<file path="src/rtl/alu_pkg.sv">
// Shared ALU definitions: function-select encodings, flag bit positions and
// the state set of the shift-add multiply sequencer.
package alu_pkg;

    localparam logic [4:0] FS_PASSA = 5'b10000;
    localparam logic [4:0] FS_ADD32 = 5'b10100;
    localparam logic [4:0] FS_LSL32 = 5'b11011;
    localparam logic [4:0] FS_LSR32 = 5'b11100;

    // Flag register layout is {Z,C,N,O}, MSB first.
    localparam int FLAG_Z = 3;
    localparam int FLAG_C = 2;
    localparam int FLAG_N = 1;
    localparam int FLAG_O = 0;

    typedef enum logic [2:0] {
        IDLE,
        ADD,
        SHL,
        SHR,
        FIN
    } state_t;

endpackage

</file>
<file path="src/rtl/alu_mul_sequencer_if.sv">
// Request/response bundle between the control unit (master) and the
// multiply sequencer (slave).
interface alu_mul_sequencer_if #(
    parameter int WIDTH = 16
);
    logic                 start;
    logic [WIDTH-1:0]     multiplicand;
    logic [WIDTH-1:0]     multiplier;
    logic                 busy;
    logic                 done;
    logic [2*WIDTH-1:0]   result;

    modport master (
        output start,
        output multiplicand,
        output multiplier,
        input  busy,
        input  done,
        input  result
    );

    modport slave (
        input  start,
        input  multiplicand,
        input  multiplier,
        output busy,
        output done,
        output result
    );
endinterface

</file>
<file path="src/rtl/alu_mul_sequencer.sv">
// Unsigned WIDTHxWIDTH shift-add multiplier that borrows the shared ALU for every step.
// Optional macro ALU_MULSEQ_EARLY_EXIT_EN ends the loop once the multiplier runs out of set bits.
module alu_mul_sequencer
    import alu_pkg::*;
#(
    parameter int WIDTH = 16
) (
    input  logic                 Clock,
    input  logic                 Reset,
    alu_mul_sequencer_if.slave   bus,
    output logic [2*WIDTH-1:0]   o_aluA,
    output logic [2*WIDTH-1:0]   o_aluB,
    output logic [4:0]           o_aluFunSel,
    output logic                 o_aluWF,
    input  logic [2*WIDTH-1:0]   i_aluOut
);

    localparam int CNT_W = $clog2(WIDTH);
    localparam logic [CNT_W-1:0] CNT_LAST = CNT_W'(WIDTH - 1);

    state_t               r_state;
    state_t               w_nextState;
    logic [2*WIDTH-1:0]   r_prod;
    logic [2*WIDTH-1:0]   r_mcand;
    logic [WIDTH-1:0]     r_mplier;
    logic [CNT_W-1:0]     r_cnt;
    logic [2*WIDTH-1:0]   r_result;

    always_ff @(posedge Clock) begin
        if (Reset) begin
            r_state  <= IDLE;
            r_prod   <= '0;
            r_mcand  <= '0;
            r_mplier <= '0;
            r_cnt    <= '0;
            r_result <= '0;
        end else begin
            r_state <= w_nextState;
            unique case (r_state)
                IDLE: begin
                    if (bus.start) begin
                        r_prod   <= '0;
                        r_mcand  <= {{WIDTH{1'b0}}, bus.multiplicand};
                        r_mplier <= bus.multiplier;
                        r_cnt    <= '0;
                    end
                end
                ADD: r_prod <= i_aluOut;
                SHL: r_mcand <= i_aluOut;
                SHR: begin
                    r_mplier <= i_aluOut[WIDTH-1:0];
                    r_cnt    <= r_cnt + CNT_W'(1);
                end
                FIN: r_result <= r_prod;
                default: ;
            endcase
        end
    end

    // ALU drive depends only on the registered state; Start only steers the next state.
    always_comb begin
        w_nextState = r_state;
        o_aluA      = '0;
        o_aluB      = '0;
        o_aluFunSel = FS_PASSA;
        o_aluWF     = 1'b0;
        unique case (r_state)
            IDLE: begin
                if (bus.start) begin
                    w_nextState = bus.multiplier[0] ? ADD : SHL;
                end
            end
            ADD: begin
                o_aluA      = r_prod;
                o_aluB      = r_mcand;
                o_aluFunSel = FS_ADD32;
                w_nextState = SHL;
            end
            SHL: begin
                o_aluA      = r_mcand;
                o_aluFunSel = FS_LSL32;
                w_nextState = SHR;
            end
            SHR: begin
                o_aluA      = {{WIDTH{1'b0}}, r_mplier};
                o_aluFunSel = FS_LSR32;
`ifdef ALU_MULSEQ_EARLY_EXIT_EN
                if (r_cnt == CNT_LAST || i_aluOut[WIDTH-1:0] == '0) begin
                    w_nextState = FIN;
                end else begin
                    w_nextState = i_aluOut[0] ? ADD : SHL;
                end
`else
                if (r_cnt == CNT_LAST) begin
                    w_nextState = FIN;
                end else begin
                    w_nextState = i_aluOut[0] ? ADD : SHL;
                end
`endif
            end
            FIN: begin
                o_aluA      = r_prod;
                o_aluFunSel = FS_PASSA;
                o_aluWF     = 1'b1;
                w_nextState = IDLE;
            end
            default: w_nextState = IDLE;
        endcase
    end

    // The product is presented straight from r_prod during FIN so Done and Result coincide.
    assign bus.busy   = (r_state != IDLE);
    assign bus.done   = (r_state == FIN);
    assign bus.result = (r_state == FIN) ? r_prod : r_result;

endmodule

</file>
<file path="src/flat_wrapper.sv">
// flat-port wrapper written by rule: the top's interface ports become plain ports
module alu_mul_sequencer_flat import alu_pkg::*;
#(
    parameter int WIDTH = 16
)
  (Clock, Reset, o_aluA, o_aluB, o_aluFunSel, o_aluWF, i_aluOut, bus_start, bus_multiplicand, bus_multiplier, bus_busy, bus_done, bus_result);
  alu_mul_sequencer_if #(.WIDTH(WIDTH)) bus_i ();
  input  logic Clock;
  input  logic Reset;
  output logic [2*WIDTH-1:0] o_aluA;
  output logic [2*WIDTH-1:0] o_aluB;
  output logic [4:0] o_aluFunSel;
  output logic o_aluWF;
  input  logic [2*WIDTH-1:0] i_aluOut;
  input wire logic [$bits(bus_i.start)-1:0] bus_start;
  input wire logic [$bits(bus_i.multiplicand)-1:0] bus_multiplicand;
  input wire logic [$bits(bus_i.multiplier)-1:0] bus_multiplier;
  output wire logic [$bits(bus_i.busy)-1:0] bus_busy;
  output wire logic [$bits(bus_i.done)-1:0] bus_done;
  output wire logic [$bits(bus_i.result)-1:0] bus_result;
  assign bus_i.start = bus_start;
  assign bus_i.multiplicand = bus_multiplicand;
  assign bus_i.multiplier = bus_multiplier;
  assign bus_busy = bus_i.busy;
  assign bus_done = bus_i.done;
  assign bus_result = bus_i.result;
  alu_mul_sequencer #(.WIDTH(WIDTH)) u_core (.Clock(Clock), .Reset(Reset), .bus(bus_i), .o_aluA(o_aluA), .o_aluB(o_aluB), .o_aluFunSel(o_aluFunSel), .o_aluWF(o_aluWF), .i_aluOut(i_aluOut));
endmodule
</file>
<file path="config.mk">
export PLATFORM = sky130hd
export DESIGN_NAME = alu_mul_sequencer_flat
export DESIGN_NICKNAME = d
export VERILOG_FILES = /design/src/rtl/alu_pkg.sv /design/src/rtl/alu_mul_sequencer_if.sv /design/src/rtl/alu_mul_sequencer.sv /design/src/flat_wrapper.sv
export SDC_FILE = /design/constraint.sdc
export NUM_CORES = 1
export LEC_CHECK = 0
export CAP_MARGIN = 20
export CORE_AREA = 8 8 111 123
export DETAILED_ROUTE_END_ITERATION = 10
export DIE_AREA = 0 0 119 131
export GPL_ROUTABILITY_DRIVEN = 0
export PLACE_DENSITY = 0.92
export SETUP_SLACK_MARGIN = 0.05
export SYNTH_ARGS = -nofsm -noshare
export SYNTH_HDL_FRONTEND = slang
export SYNTH_SLANG_ARGS = --single-unit
</file>
<file path="constraint.sdc">
create_clock -name Clock -period 4.2 [get_ports Clock]
set_input_delay 0.63 -clock Clock [delete_from_list [all_inputs] [get_ports Clock]]
set_output_delay 0.63 -clock Clock [all_outputs]
set_load 0.01 [all_outputs]
</file>
== Yosys cells after proc, flatten, opt, wreduce, memory -nomap -nowiden ==
Cells that the tools add are included.

* Register bits after elaboration: 119
* Logic and storage cells: 40
* Input port bits: 67

* Mux-type cells: 18
* Reductions and logical operators: 9
* Eq/ne operators: 6
* Add/subtract/negate cells: 1

{| class="wikitable"
|+ Operator list
! cell !! number
|-
| two-way mux 32 bit || 4
|-
| one-hot mux 32 bit (2 select lines) || 2
|-
| one-hot mux 32 bit (3 select lines) || 1
|-
| one-hot mux 16 bit (2 select lines) || 1
|-
| two-way mux 16 bit || 1
|-
| one-hot mux 3 bit (4 select lines) || 1
|-
| one-hot mux 4 bit (3 select lines) || 1
|-
| one-hot mux 4 bit (2 select lines) || 1
|-
| == test 3 x 2 -> 1 bit, second input constant || 2
|-
| two-way mux 3 bit || 2
|-
| AND reduction 2 bit || 3
|-
| nonzero test 2 bit || 3
|-
| adder 4 x 1 -> 4 bit, second input constant || 1
|-
| == test 4 bit, second input constant || 1
|-
| two-way mux 2 bit || 2
|-
| two-way mux 4 bit || 1
|-
| == test 3 x 1 -> 1 bit, second input constant || 1
|-
| == test 3 bit, second input constant || 1
|-
| logical NOT 3 bit || 1
|-
| nonzero test 3 bit || 1
|-
| inequality test 2 bit, second input constant || 1
|-
| OR reduction 2 bit || 1
|-
| two-way mux 1 bit || 1
|}

== Logic depth before layout (Yosys ltp) ==
Gate-level depths: netlist of run 1.

* Depth in word-level cells: 3
* Mapped depth: 7
* Mapped depth without buffers: 4

== Least setup slack after synthesis of run 1 ==
Ideal clock, no wire load.

* Kind: reg2out
* Start point: register u_core.r_state[1]
* End point: output port o_aluA[10]
* Path slack: 2,102 ps
* Stages on the path, launching flop included: 7
* Data arrival time: 1,468 ps
* Buffers on the path: 3
* Data required time: 3,570 ps
* Path through: dfxtp_1 buf_2 nor2b_1 clkbuf_1 clkbuf_1 a22oi_1 o21ai_0

* Cells in the longest elaborated chain, start to end: 3
* Elaborated cells between the ends (all ways): 6
* Classes of those cells: eq/ne: 4; mux: 1; reduce/logical: 1

{| class="wikitable"
|+ RTL lines
! what !! RTL line !! text
|-
| start, declared || alu_mul_sequencer.sv:21 || <nowiki>state_t r_state;</nowiki>
|-
| start signal, assigned || alu_mul_sequencer.sv:38 || <nowiki>r_state <= w_nextState;</nowiki>
|-
| == test 3 bit or == test 3 x 1 -> 1 bit (tied branches) || alu_mul_sequencer.sv:67 || <nowiki>unique case (r_state)</nowiki>
|-
| OR reduction 2 bit (no line) || - ||
|-
| one-hot mux 32 bit (3 select lines) (*) || alu_mul_sequencer.sv:67 ||
|-
| end, declared || flat_wrapper.sv:10 || <nowiki>output logic [2*WIDTH-1:0] o_aluA;</nowiki>
|}

Every way passes the cells marked *; elsewhere a longest branch is shown, timed or not.

== Final worst setup path of run 1 ==
* Start point: register u_core.r_state[1]
* End point: output port o_aluA[5]

Same word-level chain as after synthesis.

==> results of run 1 <==
-- layout make-up --
type | count | area [um2] | area share (%)
Clock buffer | 23 | 478.0 | 5.928
Clock inverter | 8 | 121.4 | 1.505
Inverter | 23 | 86.33 | 1.071
Multi-Input combinational cell | 480 | 2998 | 37.18
Sequential cell | 119 | 2385 | 29.58
Tap cell | 154 | 192.7 | 2.390
Timing Repair Buffer | 183 | 1802 | 22.35
-- layout by cell type (no fill, tap or decap), drive strengths merged, types with 2 or more instances in the layout --
cell type      instances
clkinv                 5
dfxtp                119
nand3                  5
bufinv                 3
a22o                  17
and2                  32
o31ai                 16
or3                    2
a22oi                 16
buf                   15
nor2                   6
a21oi                 71
a211oi                15
nand2                 97
o21ai                 67
a221oi                16
nor2b                 19
mux2                  32
clkdlybuf4s50        168
clkbuf                23
or2                    2
o22ai                 15
nand3b                18
nor3                  18
nor3b                  2
inv                   22
-- kinds of logic (layout without fill, tap and decap cells) --
logic type	Yosys count	count (layout)	share of synthesized area [%]
AO/OA/AOI/OAI	238	238	25.48
AND/OR/NAND/NOR	207	207	18.77
flip-flops	119	119	41.32
buffers and inverters	92	237	7.096
multiplexers	32	32	6.901
adder cells (fa/ha/maj)	1	1	0.2170
other	1	1	0.06504
XOR/XNOR	1	1	0.1519
-- worst max-delay path, cell delays in order, from the launching register on --
cell and delay, ns:
dfxtp_2 0.64, or3b_2 0.38, clkinv_1 0.57, nand2_1 0.33, o21ai_0 0.16, clkdlybuf4s50_1 0.52
-- path summary, 6_finish.rpt --
path	end	slack (ns)	cells after the start
setup / recovery	o_aluA[5]	0.55	5
hold reg to reg	u_core.r_result[0]	0.46	2
setup reg to reg	u_core.r_mcand[6]	1.39	5
hold / removal	u_core.r_result[0]	0.46	2
-- layer usage --
| metal | global-route usage [%] | vias up |
|---|---|---|
| met5 | 0 | - |
| met4 | 10.42 | 0 |
| met3 | 6.102 | 45 |
| met2 | 39.93 | 302 |
| met1 | 27.65 | 2795 |
| li1 | - | 2714 |
-- cells in the mapped netlist, types with 3 or more instances --
| cell | number | share of area [%] |
|---|---|---|
| nor2b_4 | 3 | 0.72 |
| nand3_1 | 5 | 0.43 |
| a211oi_1 | 15 | 2.0 |
| clkbuf_1 | 45 | 2.9 |
| nor3_1 | 18 | 1.6 |
| a21oi_1 | 71 | 6.2 |
| a22o_1 | 17 | 2.6 |
| o22ai_1 | 15 | 1.6 |
| a221oi_1 | 16 | 2.4 |
| buf_6 | 4 | 0.78 |
| inv_1 | 22 | 1.4 |
| o31ai_1 | 16 | 2.1 |
| and2_1 | 32 | 3.5 |
| buf_2 | 11 | 0.95 |
| buf_4 | 5 | 0.65 |
| nand2_1 | 97 | 6.3 |
| a22oi_1 | 16 | 2.1 |
| buf_1 | 3 | 0.20 |
| nor2b_1 | 16 | 1.7 |
| dfxtp_1 | 119 | 41 |
| nor2_1 | 5 | 0.33 |
| mux2_4 | 10 | 2.6 |
| mux2_2 | 22 | 4.3 |
| nand3b_1 | 18 | 2.3 |
| o21ai_0 | 66 | 5.7 |
-- stage by stage --
step / area (um2) / setup WS [ns]
3_5_place_dp: 7448 / 1.037
5_1_grt: 8063 / 0.3607
4_1_cts: 8048 / 0.5801
2_1_floorplan: 5766 / 2.102
6_report: 8063 / 0.5546
3_3_place_gp: 7448 / 1.059
-- registers in the layout, indices dropped and copies added (netlist names) --
| name | cells |
|---|---|
| u_core.r_cnt | 4 |
| u_core.r_mplier | 16 |
| u_core.r_result | 32 |
| u_core.r_prod | 32 |
| u_core.r_state | 3 |
| u_core.r_mcand | 32 |
-- power groups by stage --
stage / Combinational, mW / Clock [mW] / Sequential [mW]
6_report: 0.548 / 1.47 / 1.26
3_3_place_gp: 0.525 / 0 / 1.28
3_5_place_dp: 0.535 / 0 / 1.28
5_1_grt: 0.588 / 1.53 / 1.27
4_1_cts: 0.541 / 1.48 / 1.26
2_1_floorplan: 0.327 / 0 / 1.25
==> results.yml, run 1 <==
run_status:
  status: "finished clean"
timing:
  setup_viol: 0
  skew_ns: 0.009367
  slew_headroom_pct: 26.58
  fin_hold_ws_ns: 0.4601
  tightest_slew_ns: 1.101
  fin_crit_sh_pct: 86.79
  timing.fmax_ghz: 0.2743
  layout_min_cycle_time_ns: 3.645
  rsz0062_at_grt: "false"
  tns_ns: 0
  hold_viol_final: 0
  drv_slew: 0
die:
  io_pins: 171
  die_w_um: 119
  die_y_um: 131
  fp-row-count: 42
  dieArea_mm2: 0.01559
  start_util_pct: 49.20
  coreArea_mm2: 0.01172
power:
  powerDensity_mw_per_mm2: 407.2
  pwr-share-seq_pct: 38.5
  p_total_mw: 3.283
  p_int_mw: 2.423
  peakVddDrop_mv: 0.2658
  clkPwrFrac_pct: 44.8
  leakage_nw: 2.986
  p_comb_share_pct: 16.7
  switchingPower_mw: 0.8598
  sw_frac_of_total_pct: 26.19
synth:
  synth_edf_count: 0
  syn_area_mm2: 0.005766
  synth.yosys.warnings: 0
  async_reset_ff_share_pct: 0
  synth.avg_cell_area_um2: 8.344
  synth_ff_type: "dfxtp_1"
  yosysSeqAreaShare_pct: 41.32
  synth_cell_type_count: 46
  ys_ff_latch: 119
  synth.net_count: 759
  synthCells: 691
clocking:
  cts_buffer_depth: 2
  postCtsHoldBufs: 0
  clk_pin_slew_ns: 0.06
  cts_buffers: 17
  ctsResizeCount: 0
  cts_sinks: 119
  cts.htree.levels: 4
  clk_latency_ns: 0.41
  cts-root-buf: "clkbuf_16"
  post-cts-setup-buffer-count: 0
  cts_tree: "yes"
route:
  totalWireLength_um: 19070
  wl_met3_um: 1546
  wl_per_cell_um: 19.26
  post_drt_via_cell_ratio: 5.915
  routedLengthMet1_um: 7676
  dr_total_vias: 5856
  wl_met2_um: 9401
  drtIter0Drc: 725
  top_layer_used: "met4"
  ant_nets: 0
  dr.pass1.iters: 5
  drcViolationCount: 0
min_path:
  hp-class: "flip-flop to flip-flop"
  holdCritStartpoint: "u_core.r_result[0]"
global_route:
  grt_pass1_wl_um: 29440
  antenna_found_initial: 0
  first_global_vias: 5731
  grt_overflow: 0
  grt_max_degree: 102
  grt_use_total_pct: 23.54
final_layout:
  stdcell_count: 990
  area_growth_pct: 39.84
  post-route-util_pct: 68.80
  fillers: 863
  nets: 892
  drive_above_1_share_pct: 10.65
  insertedDiodeCount: 0
placement:
  dp.cells: 958
  dp_hpwl_um: 12570
  port_buffers: 169
setup_path:
  critPathLaunchType: "flip-flop"
  cp-end-kind: "output port"
  setup.worst_path.start: "u_core.r_state[1]"
  r2r-start: "u_core.r_state[0]"
  worstSetupPathType: "flip-flop to output port"
  arrival_ns: 3.02
  critPathMaxFanout: 22
  required_ns: 3.57
flow_run:
  drv_cap: 0
Power figures use the tool's default switching activity.
==> run 2, diff against run 1 <==
--- a/config.mk
+++ b/config.mk
@@ -10,7 +10,7 @@
 export DETAILED_ROUTE_END_ITERATION = 10
 export DIE_AREA = 0 0 119 131
 export GPL_ROUTABILITY_DRIVEN = 0
-export PLACE_DENSITY = 0.92
+export PLACE_DENSITY_LB_ADDON = 0.12
 export SETUP_SLACK_MARGIN = 0.05
 export SYNTH_ARGS = -nofsm -noshare
 export SYNTH_HDL_FRONTEND = slang
==> results.yml, run 2 (same netlist as run 1, synthesis figures left out) <==
global_route:
  grt_use_total_pct: 23.51
  grt_max_degree: 98
  grt_pass1_wl_um: 29530
  first_global_vias: 5719
  antenna_found_initial: 1
  grt_overflow: 0
timing:
  hold_viol_final: 0
  drv_slew: 0
  setup_viol: 0
  slew_headroom_pct: 30.62
  timing.fmax_ghz: 0.2746
  layout_setup_ws_ns: 0.5580
  rsz0062_at_grt: "false"
  fin_crit_sh_pct: 86.72
  tightest_slew_ns: 1.041
  layout_min_cycle_time_ns: 3.642
  tns_ns: 0
  skew_ns: 0.008007
setup_path:
  slowest_stage: "dfxtp_2"
  required_ns: 3.57
  critPathLaunchType: "flip-flop"
  cp-end-kind: "output port"
  arrival_ns: 3.01
  critPathMaxFanout: 35
  path_cells: "or3b_2, clkinv_1, nand2_1, o21ai_0, clkdlybuf4s50_1"
  r2r_cells: 4
  max_stage_delay_ns: 0.79
  worstSetupPathType: "flip-flop to output port"
die:
  fp-row-count: 42
  io_pins: 171
  coreArea_mm2: 0.01172
  die_y_um: 131
  die_w_um: 119
  start_util_pct: 49.20
  dieArea_mm2: 0.01559
clocking:
  cts_buffers: 17
  clk_pin_slew_ns: 0.05
  cts.htree.levels: 4
  cts-root-buf: "clkbuf_16"
  cts_buffer_depth: 2
  post-cts-setup-buffer-count: 0
  clk_latency_ns: 0.40
  postCtsHoldBufs: 0
  cts_sinks: 119
  cts_tree: "yes"
  ctsResizeCount: 0
final_layout:
  insertedDiodeCount: 0
  nets: 892
  final_cell_mix: "168 x clkdlybuf4s50_1, 117 x dfxtp_1, 97 x nand2_1, 71 x a21oi_1, 66 x o21ai_0"
  area_growth_pct: 37.98
  design_area_mm2: 0.007955
  drive_above_1_share_pct: 10.53
  final_common_cell: "clkdlybuf4s50_1"
  top_regs: "u_core.r_mcand: 32 flops, u_core.r_prod: 32 flops, u_core.r_result: 32 flops"
power:
  leakage_nw: 2.937
  peakVddDrop_mv: 0.2023
  powerDensity_mw_per_mm2: 381.5
min_path:
  whs_path_depth: 2
  hp-class: "flip-flop to flip-flop"
placement:
  pre_cts_ws_ns: 1.003
  dpl_cell_area_mm2: 0.007456
  dp_hpwl_um: 12640
  port_buffers: 169
route:
  dr_total_vias: 5808
  dr.pass1.iters: 5
  ant_nets: 0
  post_drt_via_cell_ratio: 5.867
  wl_per_cell_um: 19.01
  totalWireLength_um: 18820
  drcViolationCount: 0
  drtIter0Drc: 617
flow_run:
  drv_cap: 0
run_status:
  status: "finished clean"
## run 2: cell types whose count changed in the layout (fill, tap and decap cells not counted)
cell	before	now
bufinv_16	3	0
clkinv_2	3	7
clkbuf_1	3	4
clkinvlp_4	1	2
clkbuf_8	3	0
buf_8	1	0
buf_4	14	15
## run 2: report_power, final
| part | total [mW] | switching, mW | internal (mW) |
|---|---|---|---|
| Clock | 1.23 | 0.485 | 0.741 |
| Sequential | 1.26 | 0.0593 | 1.20 |
| Combinational | 0.546 | 0.301 | 0.245 |
| Total | 3.03 | 0.846 | 2.19 |
## run 2: worst paths after layout
kind | startpoint | end | slack, ns
setup / recovery | u_core.r_state[0] | o_aluA[4] | 0.56
hold reg to reg | u_core.r_result[1] | u_core.r_result[1] | 0.47
hold / removal | u_core.r_result[1] | u_core.r_result[1] | 0.47
setup reg to reg | u_core.r_state[0] | u_core.r_mcand[6] | 1.44
## run 2: area by class of cell
class / count / area, um2
fillers: 990 / 3764
multi-input cells: 480 / 2998
flip-flops and latches: 119 / 2385
repair buffers: 183 / 1794
clock buffers: 21 / 440.4
well taps: 154 / 192.7
inverters: 23 / 86.33
clock inverters: 10 / 58.81
## run 2: routing by layer
layer | GRT usage [%] | share of wire (%) | vias up
li1 | - | - | 2718
met1 | 27.82 | 41 | 2781
met2 | 39.43 | 49 | 264
met3 | 6.059 | 7.7 | 43
met4 | 10.95 | 2.6 | 2
met5 | 0 | 0.043 | -
## run 2: metrics by stage
step / utilization [%] / hold WS [ns] / power (mW) / cells
3_5_place_dp: 63.62 / 0.4565 / 1.827 / 959
4_1_cts: 67.88 / 0.4641 / 3.047 / 990
3_3_place_gp: 63.62 / 0.4505 / 1.811 / 959
2_1_floorplan: - / 0.4443 / 1.582 / 691
5_1_grt: 67.88 / 0.4824 / 3.153 / 990
6_report: 67.88 / 0.4669 / 3.035 / 990
## run 2: worst max-delay path: cells and delay by family, from the launching register on
kind,cells,cell delay (ns)
AOI/OAI and AO/OA,1,0.14
buffers and inverters,2,1.07
and+or+nand+nor,2,0.61
DFF,1,0.79
